--- config.mk ---
export PLATFORM = sky130hd
export DESIGN_NAME = dsp_mac_pipe
export DESIGN_NICKNAME = d
export VERILOG_FILES = /design/src/rtl/dsp_pkg.sv /design/src/rtl/dsp_mult_stage.sv /design/src/rtl/dsp_mac_pipe.sv
export SDC_FILE = /design/constraint.sdc
export NUM_CORES = 2
export LEC_CHECK = 0
export BUFFER_PORTS_ARGS = -buffer_cell sky130_fd_sc_hd__buf_2
export CAP_MARGIN = 40
export CORE_AREA = 2 2 368 370
export DETAILED_ROUTE_END_ITERATION = 10
export DIE_AREA = 0 0 370 372
export PLACE_DENSITY = 0.77
export SYNTH_ARGS = -nofsm -noshare
export SYNTH_HDL_FRONTEND = slang
export SYNTH_HIERARCHICAL = 1
export SYNTH_SLANG_ARGS = --single-unit
--- constraint.sdc ---
create_clock -name clk -period 10.1 [get_ports clk]
set_clock_uncertainty 0.05 [all_clocks]
set_input_delay 0.505 -clock clk [delete_from_list [all_inputs] [get_ports clk]]
set_output_delay 0.505 -clock clk [all_outputs]
set_load 0.005 [all_outputs]
--- src/rtl/dsp_pkg.sv ---
// rtl/dsp_pkg.sv - shared control type, width helpers and configuration check for dsp_mac_pipe
package dsp_pkg;

  localparam int DEF_A_WIDTH = 36;
  localparam int DEF_B_WIDTH = 36;
  localparam int PROD_W      = DEF_A_WIDTH + DEF_B_WIDTH;

  typedef struct packed {
    logic is_signed;
    logic addsub;
    logic loadc;
    logic cin;
    logic valid;
  } ctrl_t;

  function automatic int prod_width(input int a_w, input int b_w);
    return a_w + b_w;
  endfunction

  function automatic bit widths_ok(input int a_w, input int b_w, input int z_w,
                                   input int in_regs, input int pipe_regs);
    return (a_w > 0) && (b_w > 0) && (z_w >= a_w + b_w) &&
           (in_regs >= 0) && (in_regs <= 2) && (pipe_regs >= 0) && (pipe_regs <= 2);
  endfunction

endpackage

--- src/rtl/dsp_mult_stage.sv ---
// rtl/dsp_mult_stage.sv - signed/unsigned multiplier with PIPE_REGS product stages and matched control/C delay
module dsp_mult_stage
  import dsp_pkg::*;
#(
  parameter int  A_WIDTH   = 36,
  parameter int  B_WIDTH   = 36,
  parameter int  Z_WIDTH   = 108,
  parameter int  PIPE_REGS = 1,
  localparam int PW        = prod_width(A_WIDTH, B_WIDTH)
) (
  input  logic               clk,
  input  logic               rst_n,
  input  logic               ce,
  input  ctrl_t              ctrl_i,
  input  logic [A_WIDTH-1:0] a_i,
  input  logic [B_WIDTH-1:0] b_i,
  input  logic [Z_WIDTH-1:0] c_i,
  output ctrl_t              ctrl_o,
  output logic [PW-1:0]      prod_o,
  output logic [Z_WIDTH-1:0] c_o
);

  logic [PW-1:0] a_ext;
  logic [PW-1:0] b_ext;
  logic [PW-1:0] prod;

  // Extending both operands to the full product width lets one modular multiply serve both modes
  assign a_ext = {{B_WIDTH{ctrl_i.is_signed & a_i[A_WIDTH-1]}}, a_i};
  assign b_ext = {{A_WIDTH{ctrl_i.is_signed & b_i[B_WIDTH-1]}}, b_i};
  assign prod  = a_ext * b_ext;

  if (PIPE_REGS == 0) begin : g_comb
    assign ctrl_o = ctrl_i;
    assign prod_o = prod;
    assign c_o    = c_i;
  end else begin : g_pipe
    ctrl_t              ctrl_q [PIPE_REGS];
    logic [PW-1:0]      prod_q [PIPE_REGS];
    logic [Z_WIDTH-1:0] c_q    [PIPE_REGS];

    always_ff @(posedge clk or negedge rst_n) begin
      if (!rst_n) begin
        for (int i = 0; i < PIPE_REGS; i++) begin
          ctrl_q[i] <= '0;
          prod_q[i] <= '0;
          c_q[i]    <= '0;
        end
      end else if (ce) begin
        ctrl_q[0] <= ctrl_i;
        prod_q[0] <= prod;
        c_q[0]    <= c_i;
        for (int i = 1; i < PIPE_REGS; i++) begin
          ctrl_q[i] <= ctrl_q[i-1];
          prod_q[i] <= prod_q[i-1];
          c_q[i]    <= c_q[i-1];
        end
      end
    end

    assign ctrl_o = ctrl_q[PIPE_REGS-1];
    assign prod_o = prod_q[PIPE_REGS-1];
    assign c_o    = c_q[PIPE_REGS-1];
  end

endmodule

--- src/rtl/dsp_mac_pipe.sv ---
// rtl/dsp_mac_pipe.sv - pipelined multiply-accumulate / add-sub datapath with valid tagging and clock enable
module dsp_mac_pipe
  import dsp_pkg::*;
#(
  parameter int A_WIDTH   = 36,
  parameter int B_WIDTH   = 36,
  parameter int Z_WIDTH   = 108,
  parameter int IN_REGS   = 1,
  parameter int PIPE_REGS = 1
) (
  input  logic               clk,
  input  logic               rst_n,
  input  logic               ce,
  input  logic               in_valid,
  input  logic               is_signed,
  input  logic               addsub,
  input  logic               loadc,
  input  logic               cin,
  input  logic [A_WIDTH-1:0] a,
  input  logic [B_WIDTH-1:0] b,
  input  logic [Z_WIDTH-1:0] c,
  output logic               out_valid,
  output logic [Z_WIDTH-1:0] z
);

  localparam int PW = prod_width(A_WIDTH, B_WIDTH);

  if (!widths_ok(A_WIDTH, B_WIDTH, Z_WIDTH, IN_REGS, PIPE_REGS)) begin : g_cfg_error
    $error("dsp_mac_pipe: Z_WIDTH must be >= A_WIDTH+B_WIDTH and IN_REGS/PIPE_REGS within 0..2");
  end

  ctrl_t              in_ctrl;
  ctrl_t              s_ctrl;
  logic [A_WIDTH-1:0] s_a;
  logic [B_WIDTH-1:0] s_b;
  logic [Z_WIDTH-1:0] s_c;

  assign in_ctrl = {is_signed, addsub, loadc, cin, in_valid};

  if (IN_REGS == 0) begin : g_in_comb
    assign s_ctrl = in_ctrl;
    assign s_a    = a;
    assign s_b    = b;
    assign s_c    = c;
  end else begin : g_in_regs
    ctrl_t              ctrl_q [IN_REGS];
    logic [A_WIDTH-1:0] a_q    [IN_REGS];
    logic [B_WIDTH-1:0] b_q    [IN_REGS];
    logic [Z_WIDTH-1:0] c_q    [IN_REGS];

    always_ff @(posedge clk or negedge rst_n) begin
      if (!rst_n) begin
        for (int i = 0; i < IN_REGS; i++) begin
          ctrl_q[i] <= '0;
          a_q[i]    <= '0;
          b_q[i]    <= '0;
          c_q[i]    <= '0;
        end
      end else if (ce) begin
        ctrl_q[0] <= in_ctrl;
        a_q[0]    <= a;
        b_q[0]    <= b;
        c_q[0]    <= c;
        for (int i = 1; i < IN_REGS; i++) begin
          ctrl_q[i] <= ctrl_q[i-1];
          a_q[i]    <= a_q[i-1];
          b_q[i]    <= b_q[i-1];
          c_q[i]    <= c_q[i-1];
        end
      end
    end

    assign s_ctrl = ctrl_q[IN_REGS-1];
    assign s_a    = a_q[IN_REGS-1];
    assign s_b    = b_q[IN_REGS-1];
    assign s_c    = c_q[IN_REGS-1];
  end

  ctrl_t              m_ctrl;
  logic [PW-1:0]      m_prod;
  logic [Z_WIDTH-1:0] m_c;

  dsp_mult_stage #(
    .A_WIDTH  (A_WIDTH),
    .B_WIDTH  (B_WIDTH),
    .Z_WIDTH  (Z_WIDTH),
    .PIPE_REGS(PIPE_REGS)
  ) u_mult (
    .clk   (clk),
    .rst_n (rst_n),
    .ce    (ce),
    .ctrl_i(s_ctrl),
    .a_i   (s_a),
    .b_i   (s_b),
    .c_i   (s_c),
    .ctrl_o(m_ctrl),
    .prod_o(m_prod),
    .c_o   (m_c)
  );

  logic signed [PW-1:0] prod_s;
  logic [Z_WIDTH-1:0]   p_ext;
  logic [Z_WIDTH-1:0]   base;
  logic [Z_WIDTH-1:0]   z_d;
  logic [Z_WIDTH-1:0]   z_q;
  logic                 out_valid_d;
  logic                 out_valid_q;

  assign prod_s = m_prod;

  // The accumulator feeds back within this single stage, so loadc=0 beats never see a stale z
  always_comb begin
    p_ext       = m_ctrl.is_signed ? Z_WIDTH'(prod_s) : Z_WIDTH'(m_prod);
    base        = m_ctrl.loadc ? m_c : z_q;
    z_d         = z_q;
    out_valid_d = m_ctrl.valid;
    if (m_ctrl.valid) begin
      z_d = base + (m_ctrl.addsub ? -p_ext : p_ext) + Z_WIDTH'(m_ctrl.cin);
    end
  end

  always_ff @(posedge clk or negedge rst_n) begin
    if (!rst_n) begin
      z_q         <= '0;
      out_valid_q <= 1'b0;
    end else if (ce) begin
      z_q         <= z_d;
      out_valid_q <= out_valid_d;
    end
  end

  assign z         = z_q;
  assign out_valid = out_valid_q;

endmodule

==> results.md <==
* Status: completed
* Worst path most repeated cell: fa_1
* Stages on worst setup path at 25
* DRC errors left at 0
* Final setup fails at 0
* Seq. cell area at 12000 um2
* Num CTS Buffers at 53
* # IOs at 297
* Clk root buf: clkbuf_16
* Initial Util at 55.4%
* # rows at 135
* Wire length per cell at 22.4 um
* Largest net degree at the start of global routing at 155
* Area leader, netlist: fa_1
* Initial antenna violation count at 9
* Post-CTS Repair Setup Buffers at 0
* Max FO, Critical Path at 38
* Fraction of registers with async set/reset at 100%
* Detailed placer's ending HPWL at 179000 um
* Most Crowded Layer GR: met2
* Worst-skew pair later-pin latency at 0.65 ns
* Worst r2r dst: u_mult/prod_o[65]
* Hold endpoint: g_in_regs.a_q[4]
* TritonRoute pass-1 iters at 7
* Height of the die at 372 um
* Post-synth EDFFs at 0
* Crit path max-delay family: adder cells
* Synth Warn # at 6
* CP required at 10.61 ns
* GRT Total Usage at 32.1%
* PostCTS Resize Cnt at 0
* Fin. Hold Viols at 0
* Reg2reg path depth at 25
* Tcrit/Tclk final at 88.2%
* R2r startpoint: g_in_regs.b_q[4]
* First DRT Iteration DRCs at 4500
* Mapped Cells at 7840
* First-pass GRT wire length at 342000 um
* Synth Area per Inst at 9.49 um2
* Crit Path Category: flip-flop to flip-flop
* Vias in the first global route at 59800
* Vias at 56200
* Syn nets at 9796
* Slew HR at 36.3%
* CTS clk-pin slew, worst paths at 0.07 ns
* Clock sink count at 479
* Hold crit path type: input pin to flip-flop
* Die Wd at 370 um
* GR Overflow Total at 0
* Synth top area share at 38.6%
* Met2 usage at 51.8%
* Fmax at 112 MHz
* Top_reg_cell synth: dfrtp_1
* Reg2Reg Setup Slack at 1.20 ns
* Core Area at 134000 um2
* Routed WL at 217000 um
* Placer Congestion at 0.986
* Max-slew violations at 0
* Main area contributors after synthesis: fa_1 (39%), dfrtp_1 (16%), inv_1 (6.9%), mux2_2 (6.8%), nand2_1 (6.6%)
* Worst hold start: a[4]
* Startpoint types: flip-flop
* Hold path cells at 2
* Area Overhead vs Synth at 7.60%
* Seq/Total Area, Yosys at 16.1%
* Bufs and invs on worst path at 7
* Max-cap viol count at 0
* Full die area at 138000 um2
* Met1 Usage GRT at 42.2%
* Layout cells sized above 1 at 13.3%
* Final ANT Viol Nets at 0
* Period minus WS final at 8.90 ns
* Total negative slack at 0 ns
* RSZ-0062 raised after global routing: no
* Average vias per placed instance at 5.78
* H-tree Lvls at 2
* Number of synthesized register bits at 479
* Final net count at 9841
* Cts hold-fix bufs at 1
* Cell Area, Synth at 74400 um2
* Largest stage delay, worst path at 0.92 ns
* Crit end category: flip-flop
* Number of distinct library cells after synthesis at 82
* Worst-Margin Slew at 0.955 ns
* Max Root-Sink Buffers at 3
* Buffers added on ports at 296
* Multi-input gate area at 55500 um2
* Critical path arrival at 9.42 ns
* Fillcell total at 11000
* Crit-path slowest cell: dfrtp_2
* GR Layer Usage met3 at 7.24%
* CTS tree: built
kinds of logic after synthesis:
family	Yosys count	share of synthesized area [%]
flip-flops	479	16.1
XOR/XNOR	247	2.93
AND/OR/NAND/NOR	2163	13.2
AO/OA/AOI/OAI	879	7.34
adder cells (fa/ha/maj)	1768	44.2
buffers and inverters	1848	9.34
multiplexers	456	6.89
layer usage:
layer	up-vias	share of wire, %
li1	24400	-
met1	28500	39
met2	2739	47
met3	546	9.6
met4	6	4.7
met5	-	0.019
synthesized netlist by cell type (166+ instances only):
library cell / instances
dfrtp_1: 479
fa_1: 1435
clkbuf_1: 459
o21ai_0: 270
nor2_1: 166
xnor2_1: 186
a21oi_1: 243
nand2_1: 1302
and2_1: 338
ha_1: 333
mux2_2: 451
inv_1: 1374
how the worst max path moves through the flow:
stage | start | to
after CTS | g_in_regs.b_q[4] | u_mult/prod_o[65]
after global routing | g_in_regs.b_q[11] | u_mult/prod_o[63]
after detailed placement | g_in_regs.a_q[35] | u_mult/prod_o[69]
after global placement | g_in_regs.a_q[27] | u_mult/prod_o[50]
after floorplan | g_in_regs.a_q[35] | u_mult/prod_o[69]
final | g_in_regs.b_q[4] | u_mult/prod_o[65]
layout make-up:
cell class / count / share of cell area (%)
Multi-Input combinational cell: 5513 / 69.3
Sequential cell: 479 / 15.0
Inverter: 1374 / 6.44
Timing Repair Buffer: 464 / 4.11
Tap cell: 1781 / 2.78
Clock buffer: 67 / 1.84
Clock inverter: 33 / 0.539
Antenna cell: 3 / 0.00937
state kept, by name (all words and copies together), names as in the netlist:
| signal | count |
|---|---|
| g_in_regs.ctrl_q | 5 |
| u_mult/prod_o | 72 |
| z | 108 |
| u_mult/c_o | 108 |
| g_in_regs.c_q | 108 |
| g_in_regs.a_q | 36 |
| u_mult/ctrl_o | 5 |
| g_in_regs.b_q | 36 |
| out_valid | 1 |
cells in the final DEF (no fill, tap or decap), types with 16 or more instances in the layout:
cell type and n:
o21bai_1 45, o31ai_1 33, buf_4 132, nor4_1 20, nand4_1 87, a21oi_1 243
xor2_1 60, nand2b_1 18, xnor2_1 186, a21o_1 111, nor2b_1 22, and3_1 33
nand2_1 1301, inv_1 1374, and2_1 338, ha_1 333, clkbuf_16 54, or3_1 34
dfrtp_1 471, buf_2 295, buf_16 20, a211oi_1 16, nor3_1 36, o21a_1 26
o21ai_0 270, nand3_1 48, mux2_2 451, or2_2 18, a31oi_1 19, nor2_1 165
fa_1 1435
stage by stage:
step	hold WS [ns]	instance area, um2	setup slack (ns)	instances	utilization, %
6_report	0.0379	80100	1.20	9714	59.6
3_5_place_dp	0.437	78200	1.32	9610	58.2
4_1_cts	0.0102	80100	1.29	9711	59.6
2_1_floorplan	0.159	74400	1.85	7840	-
3_3_place_gp	0.424	77500	1.12	9583	57.7
5_1_grt	0.0325	80100	0.949	9712	59.6
Power is not shown: default switching activity piles up to over one toggle a cycle in this logic, so the estimate is an artifact.
